<file path="src/rtl/serial_pkg.sv">
// Shared types and constants for the serial transmit scheduler.
//   state_e    : scheduler FSM encoding
//   FRAME_BITS : bits per frame on the line (start + 8 data + stop)
//   BYTE_W     : payload width
//   ID_W       : requester index width (covers up to 8 requesters)
package serial_pkg;

  localparam int unsigned FRAME_BITS = 10;
  localparam int unsigned BYTE_W     = 8;
  localparam int unsigned ID_W       = 3;

  typedef enum logic [1:0] {
    ST_IDLE = 2'd0,
    ST_LOAD = 2'd1,
    ST_SEND = 2'd2,
    ST_GAP  = 2'd3
  } state_e;

  // Round-robin successor of a requester index, wrapping at nreq.
  function automatic logic [ID_W-1:0] rr_next(input logic [ID_W-1:0] idx,
                                               input int unsigned     nreq);
    if (32'(idx) + 32'd1 >= nreq) begin
      return '0;
    end
    return idx + ID_W'(1);
  endfunction

endpackage

</file>
<file path="src/rtl/serial_tx_scheduler_if.sv">
// Bundle between the requesters / transmit datapath and the scheduler.
//   master : requester + shifter side (drives req, req_data, tx_sent, err_clr)
//   slave  : scheduler side (drives acks, dones, grant, shifter controls, error)
interface serial_tx_scheduler_if #(
  parameter int unsigned NREQ = 4
);
  import serial_pkg::*;

  logic [NREQ-1:0]        req;
  logic [BYTE_W*NREQ-1:0] req_data;
  logic [NREQ-1:0]        req_ack;
  logic [NREQ-1:0]        req_done;
  logic [ID_W-1:0]        grant_id;
  logic                   busy;
  logic                   tx_load;
  logic [BYTE_W-1:0]      tx_data;
  logic                   tx_enable;
  logic                   tx_sent;
  logic                   err_clr;
  logic                   timeout_err;

  modport master (
    output req, req_data, tx_sent, err_clr,
    input  req_ack, req_done, grant_id, busy, tx_load, tx_data, tx_enable, timeout_err
  );

  modport slave (
    input  req, req_data, tx_sent, err_clr,
    output req_ack, req_done, grant_id, busy, tx_load, tx_data, tx_enable, timeout_err
  );

endinterface

</file>
<file path="src/rtl/serial_tx_scheduler_rr_arbiter.sv">
// Combinational round-robin arbiter: first asserted request at or after ptr_i (wrapping).
//   req_i   : request vector
//   ptr_i   : highest-priority index (must be < NREQ)
//   gnt_o   : one-hot grant
//   idx_o   : granted index
//   valid_o : some request was found
module rr_arbiter
  import serial_pkg::*;
#(
  parameter int unsigned NREQ = 4
) (
  input  logic [NREQ-1:0] req_i,
  input  logic [ID_W-1:0] ptr_i,
  output logic [NREQ-1:0] gnt_o,
  output logic [ID_W-1:0] idx_o,
  output logic            valid_o
);

  logic [2*NREQ-1:0] req2_c;
  logic [NREQ-1:0]   rot_c;
  int unsigned       sum_c;

  // Rotate so bit 0 is the pointer position, then take the lowest set bit.
  always_comb begin
    req2_c  = {req_i, req_i} >> ptr_i;
    rot_c   = req2_c[NREQ-1:0];
    gnt_o   = '0;
    idx_o   = '0;
    valid_o = 1'b0;
    sum_c   = 0;
    for (int unsigned off = 0; off < NREQ; off++) begin
      if (!valid_o && rot_c[off]) begin
        valid_o = 1'b1;
        sum_c   = 32'(ptr_i) + off;
        if (sum_c >= NREQ) begin
          sum_c = sum_c - NREQ;
        end
        idx_o = ID_W'(sum_c);
        gnt_o = NREQ'(1) << idx_o;
      end
    end
  end

endmodule

</file>
<file path="src/rtl/serial_tx_scheduler.sv">
// Shares one asynchronous serial transmitter among NREQ byte requesters.
// Round-robin accept -> LOAD (shifter load pulse) -> SEND (enable until frame-sent
// edge or timeout) -> GAP (idle line) -> IDLE.
//   clk, rst : system clock, asynchronous active-high reset
//   bus      : requester handshake, shifter controls, frame-sent flag, error flag
module serial_tx_scheduler
  import serial_pkg::*;
#(
  parameter int unsigned NREQ        = 4,
  parameter int unsigned GAP_CYC     = 16,
  parameter int unsigned TIMEOUT_CYC = 65535
) (
  input  logic                clk,
  input  logic                rst,
  serial_tx_scheduler_if.slave bus
);

  localparam int unsigned TO_W     = (TIMEOUT_CYC > 1) ? $clog2(TIMEOUT_CYC) : 1;
  localparam int unsigned TO_LAST  = (TIMEOUT_CYC > 0) ? TIMEOUT_CYC - 1 : 0;
  localparam int unsigned GAP_W    = (GAP_CYC > 1) ? $clog2(GAP_CYC) : 1;
  localparam int unsigned GAP_LAST = (GAP_CYC > 0) ? GAP_CYC - 1 : 0;

  state_e            state_q, state_d;
  logic [ID_W-1:0]   ptr_q, ptr_d;
  logic [ID_W-1:0]   grant_id_q, grant_id_d;
  logic [NREQ-1:0]   ack_q, ack_d;
  logic [NREQ-1:0]   done_q, done_d;
  logic [BYTE_W-1:0] data_q, data_d;
  logic              load_q, load_d;
  logic              en_q, en_d;
  logic              busy_q, busy_d;
  logic              err_q, err_d;
  logic [TO_W-1:0]   to_cnt_q, to_cnt_d;
  logic [GAP_W-1:0]  gap_cnt_q, gap_cnt_d;

  logic              sync1_q, sync2_q, sent_prev_q;
  logic              sent_edge_c;

  logic [NREQ-1:0]   arb_gnt_c;
  logic [ID_W-1:0]   arb_idx_c;
  logic              arb_valid_c;

  rr_arbiter #(.NREQ(NREQ)) u_arb (
    .req_i   (bus.req),
    .ptr_i   (ptr_q),
    .gnt_o   (arb_gnt_c),
    .idx_o   (arb_idx_c),
    .valid_o (arb_valid_c)
  );

  // Frame-sent flag comes from a slow foreign domain: two-flop sync, then rising edge.
  always_ff @(posedge clk or posedge rst) begin
    if (rst) begin
      sync1_q     <= 1'b0;
      sync2_q     <= 1'b0;
      sent_prev_q <= 1'b0;
    end else begin
      sync1_q     <= bus.tx_sent;
      sync2_q     <= sync1_q;
      sent_prev_q <= sync2_q;
    end
  end

  assign sent_edge_c = sync2_q & ~sent_prev_q;

  // State and registered outputs.
  always_ff @(posedge clk or posedge rst) begin
    if (rst) begin
      state_q    <= ST_IDLE;
      ptr_q      <= '0;
      grant_id_q <= '0;
      ack_q      <= '0;
      done_q     <= '0;
      data_q     <= '0;
      load_q     <= 1'b0;
      en_q       <= 1'b0;
      busy_q     <= 1'b0;
      err_q      <= 1'b0;
      to_cnt_q   <= '0;
      gap_cnt_q  <= '0;
    end else begin
      state_q    <= state_d;
      ptr_q      <= ptr_d;
      grant_id_q <= grant_id_d;
      ack_q      <= ack_d;
      done_q     <= done_d;
      data_q     <= data_d;
      load_q     <= load_d;
      en_q       <= en_d;
      busy_q     <= busy_d;
      err_q      <= err_d;
      to_cnt_q   <= to_cnt_d;
      gap_cnt_q  <= gap_cnt_d;
    end
  end

  // Next state and next output values.
  always_comb begin
    state_d    = state_q;
    ptr_d      = ptr_q;
    grant_id_d = grant_id_q;
    ack_d      = '0;
    done_d     = '0;
    data_d     = data_q;
    load_d     = 1'b0;
    en_d       = 1'b0;
    to_cnt_d   = to_cnt_q;
    gap_cnt_d  = gap_cnt_q;
    err_d      = err_q;

    // A timeout below overrides a clear in the same cycle.
    if (bus.err_clr) begin
      err_d = 1'b0;
    end

    unique case (state_q)
      ST_IDLE: begin
        if (arb_valid_c) begin
          ack_d      = arb_gnt_c;
          grant_id_d = arb_idx_c;
          data_d     = BYTE_W'(bus.req_data >> (BYTE_W * 32'(arb_idx_c)));
          ptr_d      = rr_next(arb_idx_c, NREQ);
          state_d    = ST_LOAD;
        end
      end
      ST_LOAD: begin
        load_d   = 1'b1;
        to_cnt_d = '0;
        state_d  = ST_SEND;
      end
      ST_SEND: begin
        to_cnt_d = to_cnt_q + TO_W'(1);
        if (sent_edge_c) begin
          done_d    = NREQ'(1) << grant_id_q;
          gap_cnt_d = '0;
          state_d   = ST_GAP;
        end else if (to_cnt_q == TO_W'(TO_LAST)) begin
          err_d     = 1'b1;
          gap_cnt_d = '0;
          state_d   = ST_GAP;
        end else begin
          en_d = 1'b1;
        end
      end
      ST_GAP: begin
        gap_cnt_d = gap_cnt_q + GAP_W'(1);
        // GAP_CYC of 0 still spends one cycle here.
        if (gap_cnt_q == GAP_W'(GAP_LAST)) begin
          state_d = ST_IDLE;
        end
      end
      default: begin
        state_d = ST_IDLE;
      end
    endcase
  end

  assign busy_d = (state_d != ST_IDLE);

  assign bus.req_ack     = ack_q;
  assign bus.req_done    = done_q;
  assign bus.grant_id    = grant_id_q;
  assign bus.busy        = busy_q;
  assign bus.tx_load     = load_q;
  assign bus.tx_data     = data_q;
  assign bus.tx_enable   = en_q;
  assign bus.timeout_err = err_q;

endmodule

</file>
<file path="src/flat_wrapper.sv">
// flat-port wrapper written by rule: the top's interface ports become plain ports
module serial_tx_scheduler_flat import serial_pkg::*;
#(
  parameter int unsigned NREQ        = 4,
  parameter int unsigned GAP_CYC     = 16,
  parameter int unsigned TIMEOUT_CYC = 65535
)
  (clk, rst, bus_req, bus_req_data, bus_tx_sent, bus_err_clr, bus_req_ack, bus_req_done, bus_grant_id, bus_busy, bus_tx_load, bus_tx_data, bus_tx_enable, bus_timeout_err);
  serial_tx_scheduler_if #(.NREQ(NREQ)) bus_i ();
  input  logic clk;
  input  logic rst;
  input wire logic [$bits(bus_i.req)-1:0] bus_req;
  input wire logic [$bits(bus_i.req_data)-1:0] bus_req_data;
  input wire logic [$bits(bus_i.tx_sent)-1:0] bus_tx_sent;
  input wire logic [$bits(bus_i.err_clr)-1:0] bus_err_clr;
  output wire logic [$bits(bus_i.req_ack)-1:0] bus_req_ack;
  output wire logic [$bits(bus_i.req_done)-1:0] bus_req_done;
  output wire logic [$bits(bus_i.grant_id)-1:0] bus_grant_id;
  output wire logic [$bits(bus_i.busy)-1:0] bus_busy;
  output wire logic [$bits(bus_i.tx_load)-1:0] bus_tx_load;
  output wire logic [$bits(bus_i.tx_data)-1:0] bus_tx_data;
  output wire logic [$bits(bus_i.tx_enable)-1:0] bus_tx_enable;
  output wire logic [$bits(bus_i.timeout_err)-1:0] bus_timeout_err;
  assign bus_i.req = bus_req;
  assign bus_i.req_data = bus_req_data;
  assign bus_i.tx_sent = bus_tx_sent;
  assign bus_i.err_clr = bus_err_clr;
  assign bus_req_ack = bus_i.req_ack;
  assign bus_req_done = bus_i.req_done;
  assign bus_grant_id = bus_i.grant_id;
  assign bus_busy = bus_i.busy;
  assign bus_tx_load = bus_i.tx_load;
  assign bus_tx_data = bus_i.tx_data;
  assign bus_tx_enable = bus_i.tx_enable;
  assign bus_timeout_err = bus_i.timeout_err;
  serial_tx_scheduler #(.NREQ(NREQ), .GAP_CYC(GAP_CYC), .TIMEOUT_CYC(TIMEOUT_CYC)) u_core (.clk(clk), .rst(rst), .bus(bus_i));
endmodule
</file>
<file path="config.mk">
export PLATFORM = sky130hd
export DESIGN_NAME = serial_tx_scheduler_flat
export DESIGN_NICKNAME = d
export VERILOG_FILES = /design/src/rtl/serial_pkg.sv /design/src/rtl/serial_tx_scheduler_if.sv /design/src/rtl/serial_tx_scheduler_rr_arbiter.sv /design/src/rtl/serial_tx_scheduler.sv /design/src/flat_wrapper.sv
export SDC_FILE = /design/constraint.sdc
export NUM_CORES = 1
export LEC_CHECK = 0
export ABC_AREA = 0
export CORE_ASPECT_RATIO = 0.5
export CORE_MARGIN = 1.5
export CORE_UTILIZATION = 55
export CTS_CLUSTER_DIAMETER = 30
export DETAILED_ROUTE_END_ITERATION = 10
export PLACE_DENSITY = 0.81
export SETUP_SLACK_MARGIN = 0.05
export SLEW_MARGIN = 20
export SYNTH_ARGS = -nofsm -noshare
export SYNTH_HDL_FRONTEND = slang
export SYNTH_SLANG_ARGS = --single-unit
</file>
<file path="constraint.sdc">
create_clock -name clk -period 3.35 [get_ports clk]
set_input_delay 0.335 -clock clk [delete_from_list [all_inputs] [get_ports clk]]
set_output_delay 0.335 -clock clk [all_outputs]
set_load 0.05 [all_outputs]
</file>
# Yosys cells after proc, flatten, opt, wreduce, memory -nomap -nowiden
# Index checks and enable logic that the tools add are counted.
classes:
  reduce_logical: 12
  bitwise: 2
  magnitude_cmp: 5
  addsub: 11
  shift: 7
  muxes: 46
  n_eq_ne: 6
ops:
  columns: ["cell", "n"]
  rows:
  - ["3-bit two-way mux", 14]
  - ["4-bit two-way mux", 10]
  - ["32-bit by 3-bit greater-or-equal comparator with 1-bit output, second input constant", 1]
  - ["16-bit case mux with 2 select lines", 1]
  - ["32-bit by 6-bit >> shifter with 8-bit output", 1]
  - ["1-bit by 3-bit << shifter with 4-bit output, first input constant", 5]
  - ["16-bit by 1-bit adder with 16-bit output, second input constant", 1]
  - ["16-bit equality test, second input constant", 1]
  - ["1-bit two-way mux", 15]
  - ["4-bit by 3-bit greater-or-equal comparator with 1-bit output, second input constant", 3]
  - ["3-bit subtractor, second input constant", 4]
  - ["3-bit by 1-bit adder with 4-bit output, second input constant", 2]
  - ["3-bit by 2-bit adder with 4-bit output, second input constant", 2]
  - ["2-bit two-way mux", 4]
  - ["2-bit case mux with 4 select lines", 1]
  - ["4-bit case mux with 2 select lines", 1]
  - ["8-bit by 3-bit >> shifter with 4-bit output", 1]
  - ["2-bit nonzero test", 3]
  - ["4-bit by 1-bit adder with 4-bit output, second input constant", 1]
  - ["2-bit equality test, second input constant", 2]
  - ["4-bit equality test, second input constant", 1]
  - ["2-bit AND reduction", 2]
  - ["3-bit by 1-bit adder with 3-bit output, second input constant", 1]
  - ["3-bit greater-or-equal comparator, second input constant", 1]
  - ["7 further kinds", 11]
word_totals:
  output_inout_bits: 23
  in_bits: 40
  wordCells: 104
  register_bits: 51

# Longest topological paths before layout
# Gate-level depths: netlist (run 1).
logic_depth:
  word_depth: 18
  depth_mapped: 12
  mapped_depth_nobuf: 8

# Hierarchy
# From an unflattened synthesis (run 1), not the netlist that was laid out.
hier_totals:
  hier_cells: 278
  hier_area_um2: 2909.0
by_module_without_submodules:
  columns: ["mod", "instances", "area_each_um2", "seq_area_each_um2", "cells_per_inst"]
  rows:
  - ["serial_tx_scheduler", 1, 2436.1, 1276.2, 215]
  - ["rr_arbiter", 1, 473.0, 0.0, 63]

# Worst setup path after synthesis (run 1)
# OpenSTA, ideal clock, no wires.
synth_timing:
  path_kind: "register -> register"
  startpoint: "register u_core.ptr_q[0]"
  endpoint: "register u_core.ptr_q[1]"
  slack_ns: 1.103
  stages_incl_launch_ff: 10
  required_time_ns: 3.223
  period_less_slack_ns: 2.247
  arrival_ns: 2.120
  path_buffers: 1
  cell_sequence: "dfrtp_1 buf_6 nand2_1 a2bb2oi_2 mux2_4 a221oi_4 inv_4 ha_1 nand4b_1 o21ai_0"
synth_between:
  elab_chain_len: 17
synth_lines:
  columns: ["item", "line_no", "rtl"]
  rows:
  - ["start, declared", "serial_tx_scheduler.sv:24", "logic [ID_W-1:0] ptr_q, ptr_d;"]
  - ["start signal, assigned", "serial_tx_scheduler.sv:83", "ptr_q <= ptr_d;"]
  - ["branches (longest 10 deep; another with 3-bit by 1-bit adder with 4-bit output)", null, null]
  - ["3-bit two-way mux *", "serial_tx_scheduler_rr_arbiter.sv:32", "if (!valid_o && rot_c[off]) begin"]
  - ["named net u_core.arb_idx_c[1]", "serial_tx_scheduler.sv:40", "logic [ID_W-1:0] arb_idx_c;"]
  - ["3-bit by 1-bit adder with 4-bit output", "serial_pkg.sv:22", "if (32'(idx) + 32'd1 >= nreq) begin"]
  - ["32-bit by 3-bit greater-or-equal comparator with 1-bit output", "serial_pkg.sv:22", null]
  - ["1-bit two-way mux", "serial_pkg.sv:22", null]
  - ["1-bit two-way mux", "serial_tx_scheduler.sv:118", "if (arb_valid_c) begin"]
  - ["1-bit two-way mux", "serial_tx_scheduler.sv:116", "unique case (state_q)"]
  - ["3-bit two-way mux *", "serial_pkg.sv:25", "return idx + ID_W'(1);"]
# Mark *: on every way through the listed nets, which the timed path passes. The select of a mux whose other input is x is not followed.
# A chain may end at the register's enable or synchronous reset.

# Worst setup path in the final report (run 1)
# Same ends and word-level chain as after synthesis.

==> results.toml, run 1 <==
[power_and_ir_drop]
comb_power_share_pct = 56.2
p_switching_uw = 1440
clkPwrFrac_pct = 13.9
leakage_uw = 0.00154
p_int_uw = 1610
ir_drop_mv = 0.596
p_per_area_mw_per_mm2 = 828
seqPwrFrac_pct = 29.9
switching_share_pct = 47.3

[synthesis]
ys.warnings.count = 0
ys_seq_elements = 51
syn-instance-count = 302
yosys.area.top_type = "dfrtp_1"
synthArstFlopShare_pct = 100
synth_cell_types = 52
avgSynthCellArea_um2 = 9.78
syn_area_mm2 = 0.00295
synth-edff-count = 0
synthFlopType = "dfrtp_1"
synth_area_leaders = "dfrtp_1 43%, ha_1 6.4%, a221oi_1 4.7%"
syn_nets = 357
yosysSeqAreaShare_pct = 43.2
synth_top_area_share_pct = 43.2

[layout]
syn_to_final_growth_pct = 24.6
fillers = 375
insertedDiodeCount = 0
utilization_pct = 72.9
final_cell_mix = "62 x clkdlybuf4s50_1, 51 x dfrtp_1, 36 x nand2_1"
final_common_cell = "clkdlybuf4s50_1"
nets = 413
layout-drive-gt1-share_pct = 7.24

[timing]
setup_violations = 0
skew_ns = 0.0149
timing.slew.headroom_pct = 42.5
holdWs_ns = 0.357
tns_ns = 0
final_max_slew_viol_count = 0
layout_setup_ws_ns = 0.369
period_share_pct = 89.0
max_freq_mhz = 335
finalHoldViolations = 0
period_needed_ns = 2.98
rsz0062_at_grt = "false"
worstMarginPinSlew_ns = 0.861

[clock_tree]
tritoncts = "yes"
clk_pin_slew_worst_paths_ns = 0.10
cts_buffers = 5
clkLatencyLatePin_ns = 0.30
cts_setup_buffers = 0
cts_sinks = 51
htree_levels = 2
cts_resized = 0
clk_path_buf_depth = 2
ctsHoldBuffers = 0
root_buffer = "clkbuf_8"

[place]
pre_cts_ws_ns = 0.341
post-dp-hpwl_um = 4750
port_buffers = 62
gp_congestion = 0.850

[detailed_routing]
drc = 0
vias = 2488
ant_nets = 0
routedWlPerCell_um = 15.0
vias_per_cell = 5.80
routed_wl_um = 6440
first_pass_iters = 4
drt_iter0_markers = 158

[global_route]
antenna_found_initial = 0
grt_max_degree = 52
track_usage_pct = 23.5
grt_pass1_wl_um = 10700
grt_pass1_vias = 2272
overflow = 0

[setup_path]
cp-endpoint = "u_core.ptr_q[1]"
cp-start-kind = "register"
crit_path_end_kind = "register"
cp.required_ns = 3.54
cp.arrival_ns = 3.18
crit_start = "u_core.ptr_q[0]"
r2r_start = "u_core.ptr_q[0]"
reg2reg_depth = 8
r2r_setup_slack_ns = 0.37
path_class = "reg2reg"
crit_fanout = 19
r2r-end = "u_core.ptr_q[1]"

[floorplan]
core_area_mm2 = 0.00504
fp.dieH_um = 54.8
die_area_mm2 = 0.00584
fp-row-count = 18
io_pins = 63
initial_core_util_pct = 58.5
die_w_um = 107

[hold_path]
holdPathStages = 0
min_path_type = "reg2reg"

[run_status]
status = "completed"

[run]
drv_cap = 0
[critical path: stages, from the launching register on]
cell and delay (ns):
dfrtp_1 0.77, inv_2 0.18, a2bb2oi_2 0.31, mux2i_1 0.38, a221o_1 0.64, inv_1 0.11, ha_1 0.32, nand4b_1 0.08
o21ai_0 0.08
[cell type report]
class	instances	area (µm²)	share of cell area [%]
Multi-Input combinational cell	221	1510	41.1
Sequential cell	51	1280	34.7
Timing Repair Buffer	63	628	17.1
Tap cell	70	87.6	2.38
Clock buffer	5	68.8	1.87
Inverter	16	63.8	1.73
Clock inverter	3	43.8	1.19
[worst min-delay path by stage]
stage	start	slack, ns	end
5_1_grt	u_core.sync1_q	0.37	u_core.sync2_q
2_1_floorplan	u_core.sync1_q	0.33	u_core.sync2_q
3_5_place_dp	u_core.sync1_q	0.36	u_core.sync2_q
4_1_cts	u_core.sync1_q	0.36	u_core.sync2_q
3_3_place_gp	u_core.sync1_q	0.33	u_core.sync2_q
6_report	u_core.sync1_q	0.36	u_core.sync2_q
[synthesized netlist by cell type (2+ instances only)]
cell and number:
a211oi_1 2, a21oi_1 13, a221oi_1 16, a22o_1 2
a22oi_1 6, a32oi_1 2, and2_1 17, and4_1 2
buf_4 2, buf_6 6, clkbuf_1 5, dfrtp_1 51
ha_1 15, inv_1 13, inv_2 2, mux2_2 3
mux2i_1 4, nand2_1 36, nand2b_1 3, nand3_1 7
nand4_1 8, nor2_1 22, nor3_1 3, nor3b_1 2
o21ai_0 13, o22ai_1 2, o31ai_1 10, or3_1 5
xnor2_1 3, xor2_1 5
[logic make-up (layout without fill, tap and decap cells)]
family	Yosys count	in the layout	synth area share [%]
adder cells (fa/ha/maj)	15	15	6.36
multiplexers	9	9	3.77
AND/OR/NAND/NOR	112	112	18.9
flip-flops	51	51	43.2
AO/OA/AOI/OAI	77	77	19.7
XOR/XNOR	8	8	2.37
buffers and inverters	30	87	5.72
[registers in the layout, indices dropped and copies added, names as in the netlist]
register and count:
u_core.bus.busy 1, u_core.bus.grant_id 3, u_core.bus.req_ack 4, u_core.bus.req_done 4, u_core.bus.timeout_err 1, u_core.bus.tx_data 8
u_core.bus.tx_enable 1, u_core.bus.tx_load 1, u_core.gap_cnt_q 4, u_core.ptr_q 3, u_core.sent_prev_q 1, u_core.state_q 2
u_core.sync1_q 1, u_core.sync2_q 1, u_core.to_cnt_q 16
[metrics by stage]
| stage | instances | total power [µW] | area [µm²] |
|---|---|---|---|
| after global routing | 429 | 3250 | 3680 |
| after global placement | 421 | 2550 | 3560 |
| after floorplan | 302 | 2240 | 2950 |
| after detailed placement | 421 | 2620 | 3560 |
| final | 429 | 3050 | 3680 |
| after CTS | 429 | 3040 | 3670 |
[metal layers]
layer | part of all wire, % | global-route usage [%] | vias up
met1 | 45 | 30.7 | 1200
met3 | 4.5 | 4.29 | 7
li1 | - | - | 1206
met2 | 50 | 42.0 | 75
met4 | 0.56 | 5.78 | 0
met5 | 0 | 0 | -
[power groups by stage]
stage	Clock [µW]	Combinational, µW	Sequential (µW)
global placement	0	1630	914
detailed placement	0	1690	924
CTS	428	1700	912
finish	424	1710	913
global route	454	1860	936
floorplan	0	1040	1190
Power figures use the tool's default switching activity.
==> run 2: changes to the inputs <==
- CORE_UTILIZATION: 55 -> 50
- PLACE_DENSITY: 0.81 -> 0.75
==> results.toml, run 2 (synthesis gave the netlist of run 1 again) <==
[layout]
multi_input_area_mm2 = 0.00151
register_area_mm2 = 0.00128
utilization_pct = 66.4
largest_reg_flops = 16
layout-drive-gt1-share_pct = 6.69
fillers = 444
insertedDiodeCount = 0
regMostFlops = "u_core.to_cnt_q"
syn_to_final_growth_pct = 25.6
final_cell_mix = "62 x clkdlybuf4s50_1, 51 x dfrtp_1, 36 x nand2_1"
final_common_cell = "clkdlybuf4s50_1"
nets = 413

[run]
drv_cap = 0

[detailed_routing]
drc = 0
ant_nets = 0
vias_per_cell = 5.64
routedWlPerCell_um = 14.7
drt_iter0_markers = 177
routed_wl_um = 6370
vias = 2436
first_pass_iters = 5

[hold_path]
min_path_type = "reg2reg"
holdPathStages = 0
min_from = "u_core.sync1_q"

[setup_path]
crit_start = "u_core.ptr_q[0]"
cp.arrival_ns = 3.09
cp.required_ns = 3.52
crit_fanout = 19
reg2reg_depth = 8
crit_path_end_kind = "register"
r2r_start = "u_core.ptr_q[0]"
cp-start-kind = "register"
path_class = "reg2reg"

[floorplan]
die_w_um = 112
fp-row-count = 19
die_area_mm2 = 0.00640
fp.dieH_um = 57.3
core_area_mm2 = 0.00559
io_pins = 63
initial_core_util_pct = 52.9

[clock_tree]
clkLatencyLatePin_ns = 0.29
clk_path_buf_depth = 2
cts_sinks = 51
root_buffer = "clkbuf_16"
cts_buffers = 5
clk_pin_slew_worst_paths_ns = 0.07
htree_levels = 2
tritoncts = "yes"
ctsHoldBuffers = 0
cts_resized = 0
cts_setup_buffers = 0

[timing]
skew_ns = 0.0126
max_freq_mhz = 343
layout_setup_ws_ns = 0.436
tns_ns = 0
period_share_pct = 87.0
setup_violations = 0
final_max_slew_viol_count = 0
timing.slew.headroom_pct = 29.2
period_needed_ns = 2.91
finalHoldViolations = 0
rsz0062_at_grt = "false"
worstMarginPinSlew_ns = 1.05

[global_route]
grt_pass1_wl_um = 10800
grt_pass1_vias = 2419
overflow = 0
antenna_found_initial = 0
grt_max_degree = 52
track_usage_pct = 21.0

[power_and_ir_drop]
p_per_area_mw_per_mm2 = 838
leakage_uw = 0.00155
totalPowerFinal_uw = 3110
ir_drop_mv = 0.553

[run_status]
status = "completed"

[place]
pre_cts_ws_ns = 0.389
post-dp-hpwl_um = 4710
gp_congestion = 0.877
port_buffers = 62
==> run 2: cell types whose count changed in the layout (fill, tap and decap cells not counted), sizes merged <==
cell	change
bufinv	-1
clkbuf	+1
clkinv	-1
clkinvlp	+1
==> run 2: worst max-delay path, stage by stage, from the launching register on <==
cell and delay, ns:
dfrtp_1 0.76, inv_2 0.18, a2bb2oi_2 0.31, mux2i_1 0.35, a221o_1 0.60, inv_1 0.10
ha_1 0.32, nand4b_1 0.10, o21ai_0 0.08
==> run 2: worst paths after layout <==
path	slack, ns	endpoint
hold reg to reg	0.36	u_core.sync2_q
hold / removal	0.36	u_core.sync2_q
setup reg to reg	0.44	u_core.ptr_q[1]
setup / recovery	0.44	u_core.ptr_q[1]
min in group asynchronous	0.50	u_core.bus.req_done[1]
max in group asynchronous	2.32	u_core.state_q[0]
==> run 2: layout make-up <==
| type | instances | area share (%) |
|---|---|---|
| multi-input combinational | 221 | 40.7 |
| sequential | 51 | 34.4 |
| timing repair buffer | 63 | 16.9 |
| clock buffer | 6 | 3.48 |
| tap | 73 | 2.46 |
| inverter | 16 | 1.72 |
| clock inverter | 2 | 0.337 |
==> run 2: power by group <==
part           internal, µW  total, µW  switching (µW)
Sequential              763        911             148
Combinational           623       1700            1080
Clock                   276        494             218
Total                  1660       3110            1440
==> run 2: per-layer routing <==
| metal | vias to the layer above | part of all wire, % | track usage [%] |
|---|---|---|---|
| met5 | - | 0 | 0 |
| met4 | 0 | 1.2 | 7.59 |
| met3 | 10 | 4.6 | 4.04 |
| met2 | 70 | 47 | 35.4 |
| met1 | 1151 | 47 | 27.5 |
| li1 | 1205 | - | - |
==> run 2: per-stage QoR <==
stage / hold WS [ns] / area [µm²] / cells
finish: 0.362 / 3710 / 432
global placement: 0.340 / 3570 / 424
detailed placement: 0.346 / 3570 / 424
CTS: 0.361 / 3710 / 432
floorplan: 0.331 / 2950 / 302
global route: 0.366 / 3710 / 432
